### src/rtl/alu_pkg.sv
// -----------------------------------------------------------------------------
// alu_pkg
// Shared definitions for the alu_seq responder:
//   - opcode constants (OP_AND .. OP_MUL)
//   - FSM state encoding (IDLE, EXEC, MUL, RESP)
//   - op_is_legal(): which opcodes this build supports
// Optional feature macro: ALU_SEQ_MUL_EN (enables OP_MUL and the MUL state).
// -----------------------------------------------------------------------------
package alu_pkg;

  localparam logic [3:0] OP_AND = 4'b0000;
  localparam logic [3:0] OP_OR  = 4'b0001;
  localparam logic [3:0] OP_ADD = 4'b0010;
  localparam logic [3:0] OP_SUB = 4'b0110;
  localparam logic [3:0] OP_SLT = 4'b0111;
  localparam logic [3:0] OP_NOR = 4'b1100;
  localparam logic [3:0] OP_MUL = 4'b1000;

`ifdef ALU_SEQ_MUL_EN
  typedef enum logic [1:0] {IDLE, EXEC, MUL, RESP} state_e;
`else
  // Without the multiplier the MUL state does not exist at all.
  typedef enum logic [1:0] {IDLE, EXEC, RESP} state_e;
`endif

  function automatic logic op_is_legal(input logic [3:0] op);
    case (op)
      OP_AND, OP_OR, OP_ADD, OP_SUB, OP_SLT, OP_NOR: return 1'b1;
`ifdef ALU_SEQ_MUL_EN
      OP_MUL: return 1'b1;
`endif
      default: return 1'b0;
    endcase
  endfunction

endpackage

### src/rtl/alu_seq_if.sv
// -----------------------------------------------------------------------------
// alu_seq_if
// Request/response bundle between a requester (master) and alu_seq (slave).
//   req_valid/req_ready     : request handshake
//   req_inA/req_inB         : operands, WIDTH bits
//   req_operation           : 4-bit opcode
//   rsp_valid/rsp_ready     : response handshake
//   rsp_result              : WIDTH-bit result
//   rsp_zero/rsp_illegal    : result == 0 / unsupported opcode
// -----------------------------------------------------------------------------
interface alu_seq_if #(
  parameter int WIDTH = 32
) ();

  logic             req_valid;
  logic             req_ready;
  logic [WIDTH-1:0] req_inA;
  logic [WIDTH-1:0] req_inB;
  logic [3:0]       req_operation;
  logic             rsp_valid;
  logic             rsp_ready;
  logic [WIDTH-1:0] rsp_result;
  logic             rsp_zero;
  logic             rsp_illegal;

  modport master (
    output req_valid, req_inA, req_inB, req_operation, rsp_ready,
    input  req_ready, rsp_valid, rsp_result, rsp_zero, rsp_illegal
  );

  modport slave (
    input  req_valid, req_inA, req_inB, req_operation, rsp_ready,
    output req_ready, rsp_valid, rsp_result, rsp_zero, rsp_illegal
  );

endinterface

### src/rtl/alu_mul_iter.sv
// -----------------------------------------------------------------------------
// alu_mul_iter
// Iterative unsigned shift-add multiplier, one multiplier bit per cycle.
// Ports:
//   clk, rst_n : clock, asynchronous active-low reset
//   i_start    : load operands and start (WIDTH steps follow)
//   i_a, i_b   : multiplicand / multiplier, captured on i_start
//   o_done     : high during the final step
//   o_result   : low WIDTH bits of the product, valid while o_done is high
// -----------------------------------------------------------------------------
module alu_mul_iter #(
  parameter int WIDTH = 32
) (
  input  logic             clk,
  input  logic             rst_n,
  input  logic             i_start,
  input  logic [WIDTH-1:0] i_a,
  input  logic [WIDTH-1:0] i_b,
  output logic             o_done,
  output logic [WIDTH-1:0] o_result
);

  localparam int CNT_W = $clog2(WIDTH) + 1;

  logic [WIDTH-1:0] r_acc;
  logic [WIDTH-1:0] r_mcand;
  logic [WIDTH-1:0] r_mplier;
  logic [CNT_W-1:0] r_cnt;
  logic [WIDTH-1:0] w_acc_next;

  assign w_acc_next = r_acc + (r_mplier[0] ? r_mcand : '0);

  // The last step's sum is presented combinationally, so the caller can
  // register the product on the same edge that completes the WIDTH-th step.
  assign o_done   = (r_cnt == CNT_W'(1));
  assign o_result = w_acc_next;

  // NOTE: sequential state uses non-blocking assignments so every register
  // samples the pre-edge values of the others, independent of statement order.
  always_ff @(posedge clk or negedge rst_n) begin
    if (!rst_n) begin
      r_acc    <= '0;
      r_mcand  <= '0;
      r_mplier <= '0;
      r_cnt    <= '0;
    end else if (i_start) begin
      r_acc    <= '0;
      r_mcand  <= i_a;
      r_mplier <= i_b;
      r_cnt    <= CNT_W'(WIDTH);
    end else if (r_cnt != '0) begin
      r_acc    <= w_acc_next;
      r_mcand  <= r_mcand << 1;
      r_mplier <= r_mplier >> 1;
      r_cnt    <= r_cnt - CNT_W'(1);
    end
  end

endmodule

### src/rtl/alu_seq.sv
// -----------------------------------------------------------------------------
// alu_seq
// Handshaked, registered ALU responder: one request in, one response out.
// Basic ops answer two cycles after acceptance; the optional iterative
// multiply answers WIDTH+1 cycles after acceptance.
// Ports:
//   clk    : sole clock, rising edge
//   rst_n  : asynchronous active-low reset; drops any operation in flight
//   io_bus : alu_seq_if.slave (request and response channels)
// Optional feature macro: ALU_SEQ_MUL_EN (opcode 1000 = unsigned multiply).
// -----------------------------------------------------------------------------
module alu_seq
  import alu_pkg::*;
#(
  parameter int WIDTH = 32
) (
  input  logic        clk,
  input  logic        rst_n,
  alu_seq_if.slave    io_bus
);

  state_e           r_state;
  state_e           w_state_next;

  logic [WIDTH-1:0] r_a;
  logic [WIDTH-1:0] r_b;
  logic [3:0]       r_op;
  logic [WIDTH-1:0] r_result;
  logic             r_zero;
  logic             r_illegal;

  logic             w_fire;
  logic             w_load_rsp;
  logic [WIDTH-1:0] w_basic_result;
  logic             w_illegal;
  logic [WIDTH-1:0] w_rsp_data;
  logic             w_rsp_illegal;

  // Handshake outputs depend on state only: no path from req_* or rsp_ready.
  assign io_bus.req_ready   = (r_state == IDLE);
  assign io_bus.rsp_valid   = (r_state == RESP);
  assign io_bus.rsp_result  = r_result;
  assign io_bus.rsp_zero    = r_zero;
  assign io_bus.rsp_illegal = r_illegal;

  assign w_fire    = io_bus.req_valid && (r_state == IDLE);
  assign w_illegal = !op_is_legal(r_op);

`ifdef ALU_SEQ_MUL_EN
  logic             w_mul_start;
  logic             w_mul_done;
  logic [WIDTH-1:0] w_mul_result;

  // The multiplier captures the operands on the acceptance edge itself, so
  // its WIDTH steps begin in the first MUL cycle.
  assign w_mul_start = w_fire && (io_bus.req_operation == OP_MUL);

  alu_mul_iter #(.WIDTH(WIDTH)) u_mul (
    .clk      (clk),
    .rst_n    (rst_n),
    .i_start  (w_mul_start),
    .i_a      (io_bus.req_inA),
    .i_b      (io_bus.req_inB),
    .o_done   (w_mul_done),
    .o_result (w_mul_result)
  );
`endif

  // Basic-op datapath on the registered operands. Unsupported opcodes
  // (including OP_MUL, which never reaches this path legally) yield 0.
  // NOTE: every always_comb output gets a default first so that no path
  // leaves it unassigned, which would otherwise infer a latch.
  always_comb begin
    w_basic_result = '0;
    case (r_op)
      OP_AND: w_basic_result = r_a & r_b;
      OP_OR:  w_basic_result = r_a | r_b;
      OP_ADD: w_basic_result = r_a + r_b;
      OP_SUB: w_basic_result = r_a - r_b;
      OP_SLT: w_basic_result[0] = ($signed(r_a) < $signed(r_b));
      OP_NOR: w_basic_result = ~(r_a | r_b);
      default: w_basic_result = '0;
    endcase
  end

  // Next-state and response-load control.
  always_comb begin
    w_state_next  = r_state;
    w_load_rsp    = 1'b0;
    w_rsp_data    = w_basic_result;
    w_rsp_illegal = w_illegal;
    case (r_state)
      IDLE: begin
        if (w_fire) begin
`ifdef ALU_SEQ_MUL_EN
          if (io_bus.req_operation == OP_MUL) w_state_next = MUL;
          else                                w_state_next = EXEC;
`else
          w_state_next = EXEC;
`endif
        end
      end
      EXEC: begin
        w_load_rsp   = 1'b1;
        w_state_next = RESP;
      end
`ifdef ALU_SEQ_MUL_EN
      MUL: begin
        if (w_mul_done) begin
          w_load_rsp    = 1'b1;
          w_rsp_data    = w_mul_result;
          w_rsp_illegal = 1'b0;
          w_state_next  = RESP;
        end
      end
`endif
      RESP: begin
        if (io_bus.rsp_ready) w_state_next = IDLE;
      end
      default: w_state_next = IDLE;
    endcase
  end

  always_ff @(posedge clk or negedge rst_n) begin
    if (!rst_n) r_state <= IDLE;
    else        r_state <= w_state_next;
  end

  always_ff @(posedge clk or negedge rst_n) begin
    if (!rst_n) begin
      r_a       <= '0;
      r_b       <= '0;
      r_op      <= '0;
      r_result  <= '0;
      r_zero    <= 1'b0;
      r_illegal <= 1'b0;
    end else begin
      if (w_fire) begin
        r_a  <= io_bus.req_inA;
        r_b  <= io_bus.req_inB;
        r_op <= io_bus.req_operation;
      end
      // Result registers change only on load, so they hold steady in RESP.
      if (w_load_rsp) begin
        r_result  <= w_rsp_data;
        r_zero    <= (w_rsp_data == '0);
        r_illegal <= w_rsp_illegal;
      end
    end
  end

endmodule

### src/flat_wrapper.sv
// flat-port wrapper written by rule: the top's interface ports become plain ports
module alu_seq_flat import alu_pkg::*;
#(
  parameter int WIDTH = 32
)
  (clk, rst_n, io_bus_req_valid, io_bus_req_inA, io_bus_req_inB, io_bus_req_operation, io_bus_rsp_ready, io_bus_req_ready, io_bus_rsp_valid, io_bus_rsp_result, io_bus_rsp_zero, io_bus_rsp_illegal);
  alu_seq_if #(.WIDTH(WIDTH)) io_bus_i ();
  input  logic clk;
  input  logic rst_n;
  input wire logic [$bits(io_bus_i.req_valid)-1:0] io_bus_req_valid;
  input wire logic [$bits(io_bus_i.req_inA)-1:0] io_bus_req_inA;
  input wire logic [$bits(io_bus_i.req_inB)-1:0] io_bus_req_inB;
  input wire logic [$bits(io_bus_i.req_operation)-1:0] io_bus_req_operation;
  input wire logic [$bits(io_bus_i.rsp_ready)-1:0] io_bus_rsp_ready;
  output wire logic [$bits(io_bus_i.req_ready)-1:0] io_bus_req_ready;
  output wire logic [$bits(io_bus_i.rsp_valid)-1:0] io_bus_rsp_valid;
  output wire logic [$bits(io_bus_i.rsp_result)-1:0] io_bus_rsp_result;
  output wire logic [$bits(io_bus_i.rsp_zero)-1:0] io_bus_rsp_zero;
  output wire logic [$bits(io_bus_i.rsp_illegal)-1:0] io_bus_rsp_illegal;
  assign io_bus_i.req_valid = io_bus_req_valid;
  assign io_bus_i.req_inA = io_bus_req_inA;
  assign io_bus_i.req_inB = io_bus_req_inB;
  assign io_bus_i.req_operation = io_bus_req_operation;
  assign io_bus_i.rsp_ready = io_bus_rsp_ready;
  assign io_bus_req_ready = io_bus_i.req_ready;
  assign io_bus_rsp_valid = io_bus_i.rsp_valid;
  assign io_bus_rsp_result = io_bus_i.rsp_result;
  assign io_bus_rsp_zero = io_bus_i.rsp_zero;
  assign io_bus_rsp_illegal = io_bus_i.rsp_illegal;
  alu_seq #(.WIDTH(WIDTH)) u_core (.clk(clk), .rst_n(rst_n), .io_bus(io_bus_i));
endmodule
### config.mk
export PLATFORM = sky130hd
export DESIGN_NAME = alu_seq_flat
export DESIGN_NICKNAME = d
export VERILOG_FILES = /design/src/rtl/alu_pkg.sv /design/src/rtl/alu_seq_if.sv /design/src/rtl/alu_mul_iter.sv /design/src/rtl/alu_seq.sv /design/src/flat_wrapper.sv
export SDC_FILE = /design/constraint.sdc
export NUM_CORES = 1
export LEC_CHECK = 0
export BUFFER_PORTS_ARGS = -buffer_cell sky130_fd_sc_hd__buf_2
export CORE_ASPECT_RATIO = 1.2
export CORE_MARGIN = 1
export CORE_UTILIZATION = 60
export CTS_BUF_LIST = sky130_fd_sc_hd__clkbuf_8
export DETAILED_ROUTE_END_ITERATION = 12
export GPL_TIMING_DRIVEN = 0
export PLACE_DENSITY = 0.82
export SLEW_MARGIN = 40
export SYNTH_ARGS = -nofsm -noshare
export SYNTH_HDL_FRONTEND = slang
export SYNTH_SLANG_ARGS = --single-unit
export TNS_END_PERCENT = 20
### constraint.sdc
create_clock -name clk -period 3.81 [get_ports clk]
set_input_delay 0.762 -clock clk [delete_from_list [all_inputs] [get_ports clk]]
set_output_delay 0.762 -clock clk [all_outputs]
set_load 0.005 [all_outputs]
==> impl_metrics.toml <==
[timing]
period_share_pct = 101
finalCriticalPeriod_ns = 3.83
maxSlewHeadroom_pct = 37.9
worst_slew_pin_slew_ns = 0.931
clock_skew_ns = 0.0167
slew_violations = 0
tns_ns = -0.0224
setup_viol = 1
max_freq_mhz = 261
hold_viol = 0
setup_ws_ns = -0.0224

[flow_run]
drv_cap = 0

[die]
dieWidth_um = 119
rows = 50
die_area_um2 = 16900
io_pins = 108
start_util_pct = 62.0
core_um2 = 15800
die_y_um = 142

[cts]
htreeDepth = 3
cts_buffer_depth = 2
insertion_delay_ns = 0.42
cts_sinks = 104
cts_tree = "yes"
cts_buffers = 9
clk_pin_slew_worst_paths_ns = 0.11
ctsHoldBuffers = 0
cts_root_buf = "clkbuf_8"

[yosys]
ys_ff_latch = 104
syn_area_um2 = 9820
async_flop_share_pct = 100
seq_area_frac_synth_pct = 26.5
syn_area_per_cell_um2 = 8.05
ys.flop_type = "dfrtp_1"
synth_nets = 1399
synth_cell_types = 91
synth-edff-count = 0
synthCells = 1219
yosys_warnings = 0

[grt]
grt_pass1_vias = 10362
grt_max_degree = 57
antenna_found_initial = 1
grt_pass1_wl_um = 58300
grt_usage_pct = 46.2
grt_remaining_overflow = 0

[drt]
wirelength_um = 39200
drtIter0Drc = 1093
via_per_inst = 6.78
post-route-drc-count = 0
antenna_left = 0
wl_per_cell_um = 25.0
num_vias = 10610
first_pass_iters = 7

[layout]
drive_above_1_share_pct = 20.7
diodes = 0
register_area_um2 = 2600
nNetsFinal = 1534
fill_cells = 1321
multi_input_area_um2 = 6720
area_growth_syn_to_layout_pct = 16.1

[placement]
portBuffers = 107
post-dp-hpwl_um = 29100
place_congestion = 1.04

[setup_path]
cp_max_fo = 10
rr_startpoint = "u_core.r_op[1]$_DFFE_PN0P_"
criticalPathCategory = "register to register"
cp.arrival_ns = 4.12
setup.worst_path.start = "u_core.r_op[1]$_DFFE_PN0P_"
critPathRequiredTime_ns = 4.09
cp-end-kind = "register"
worst_setup_path_start_kind = "register"

[status]
violations = "setup timing"
status = "finished, violations left"

[min_path]
hold_class = "primary input to asynchronous set/reset pin"
[placed cells by master (no fill, tap or decap), types with 12 or more instances in the layout]
master,count
inv_1,99
nand3_1,14
a21oi_1,72
nand2b_1,12
dfrtp_1,104
nand2_1,153
buf_2,116
o22ai_1,22
ha_1,102
nor2_1,73
clkbuf_8,22
nor3_1,16
o21a_1,15
o21ai_0,127
a22oi_1,35
nand4_1,12
o211ai_1,18
clkbuf_1,35
buf_4,23
[layout make-up]
| class | instances | area share, % |
|---|---|---|
| flip-flops and latches | 104 | 22.8 |
| inverters | 105 | 3.46 |
| repair buffers | 125 | 6.18 |
| clock buffers | 10 | 1.21 |
| plain buffers | 82 | 4.49 |
| well taps | 208 | 2.28 |
| multi-input cells | 927 | 59.0 |
| clock inverters | 5 | 0.516 |
[synthesized netlist by cell type (16+ instances only)]
master | number | area (um2)
o21ai_0 | 130 | 651
a22oi_1 | 41 | 308
o22ai_1 | 23 | 144
a21oi_1 | 77 | 385
dfrtp_1 | 104 | 2600
ha_1 | 106 | 1330
nand2_1 | 156 | 586
nor2_1 | 73 | 274
nor3_1 | 16 | 80.1
o211ai_1 | 18 | 135
inv_1 | 101 | 379
clkbuf_1 | 41 | 154
[state kept, by name, summed over array words and instances (netlist names)]
register and cells:
u_core.r_b 32, u_core.io_bus.rsp_zero 1, u_core.r_state 2, u_core.io_bus.rsp_result 32
u_core.r_a 32, u_core.r_op 4, u_core.io_bus.rsp_illegal 1
[cells by family (layout without fill, tap and decap cells)]
kind of cell    Yosys count  count (layout)  share of synthesized area [%]
mux                      17              17                           1.85
fa+ha+maj               108             108                           13.9
flops                   104             104                           26.5
simple gates            340             340                           16.4
buf+inv                 188             327                           9.14
compound gates          461             461                           32.1
xor+xnor                  1               1                         0.0892
[critical path, stage by stage, from the launching register on]
cell and delay [ns]:
dfrtp_1 0.34, clkbuf_1 0.54, nand3_1 0.51, clkbuf_2 0.39, clkbuf_1 0.36, clkbuf_1 0.38
o31ai_1 0.37, nor2_1 0.07, o21ai_0 0.56, o41ai_2 0.17
[stage by stage]
stage,utilization (%),std cells,setup WS [ns],hold slack (ns),area (um2)
4_1_cts,70.1,1554,0.00310,0.253,11100
3_5_place_dp,67.4,1535,-0.635,0.465,10700
6_report,72.0,1566,-0.0224,0.213,11400
5_1_grt,72.0,1566,-0.0665,0.264,11400
3_3_place_gp,67.0,1534,-0.950,0.459,10600
2_1_floorplan,-,1219,0.547,0.466,9820
[routing by layer]
metal | share of wire [%] | up-vias | track usage, %
li1 | - | 4671 | -
met1 | 35 | 5017 | 49.7
met2 | 46 | 664 | 76.1
met3 | 8.8 | 256 | 11.1
met4 | 10 | 2 | 40.8
met5 | 0.028 | - | 0
[what timing repair did]
item / CTS / global route
endpoints found under the hold margin: 0 / 0
pin swaps: 15 / 31
endpoints found under the setup margin: 4 / 5
buffers inserted: 4 / 13
resized for setup: 33 / 50
[final timing paths]
path | endpoint | slack, ns | cells past startpoint
worst max register to register | u_core.io_bus.rsp_zero$_DFFE_PN0N_ | -0.02 | 9
worst max-delay path | u_core.io_bus.rsp_zero$_DFFE_PN0N_ | -0.02 | 9
worst min-delay path | u_core.io_bus.rsp_result[28]$_DFFE_PN0N_ | 0.21 | 1
max in group asynchronous | u_core.r_b[2]$_DFFE_PN0P_ | 2.97 | 2
worst min register to register | u_core.io_bus.rsp_result[21]$_DFFE_PN0N_ | 0.48 | 2
min in group clk | u_core.io_bus.rsp_result[21]$_DFFE_PN0N_ | 0.48 | 2
Power is not shown: default switching activity piles up to over one toggle a cycle in this logic, so the estimate is an artifact.
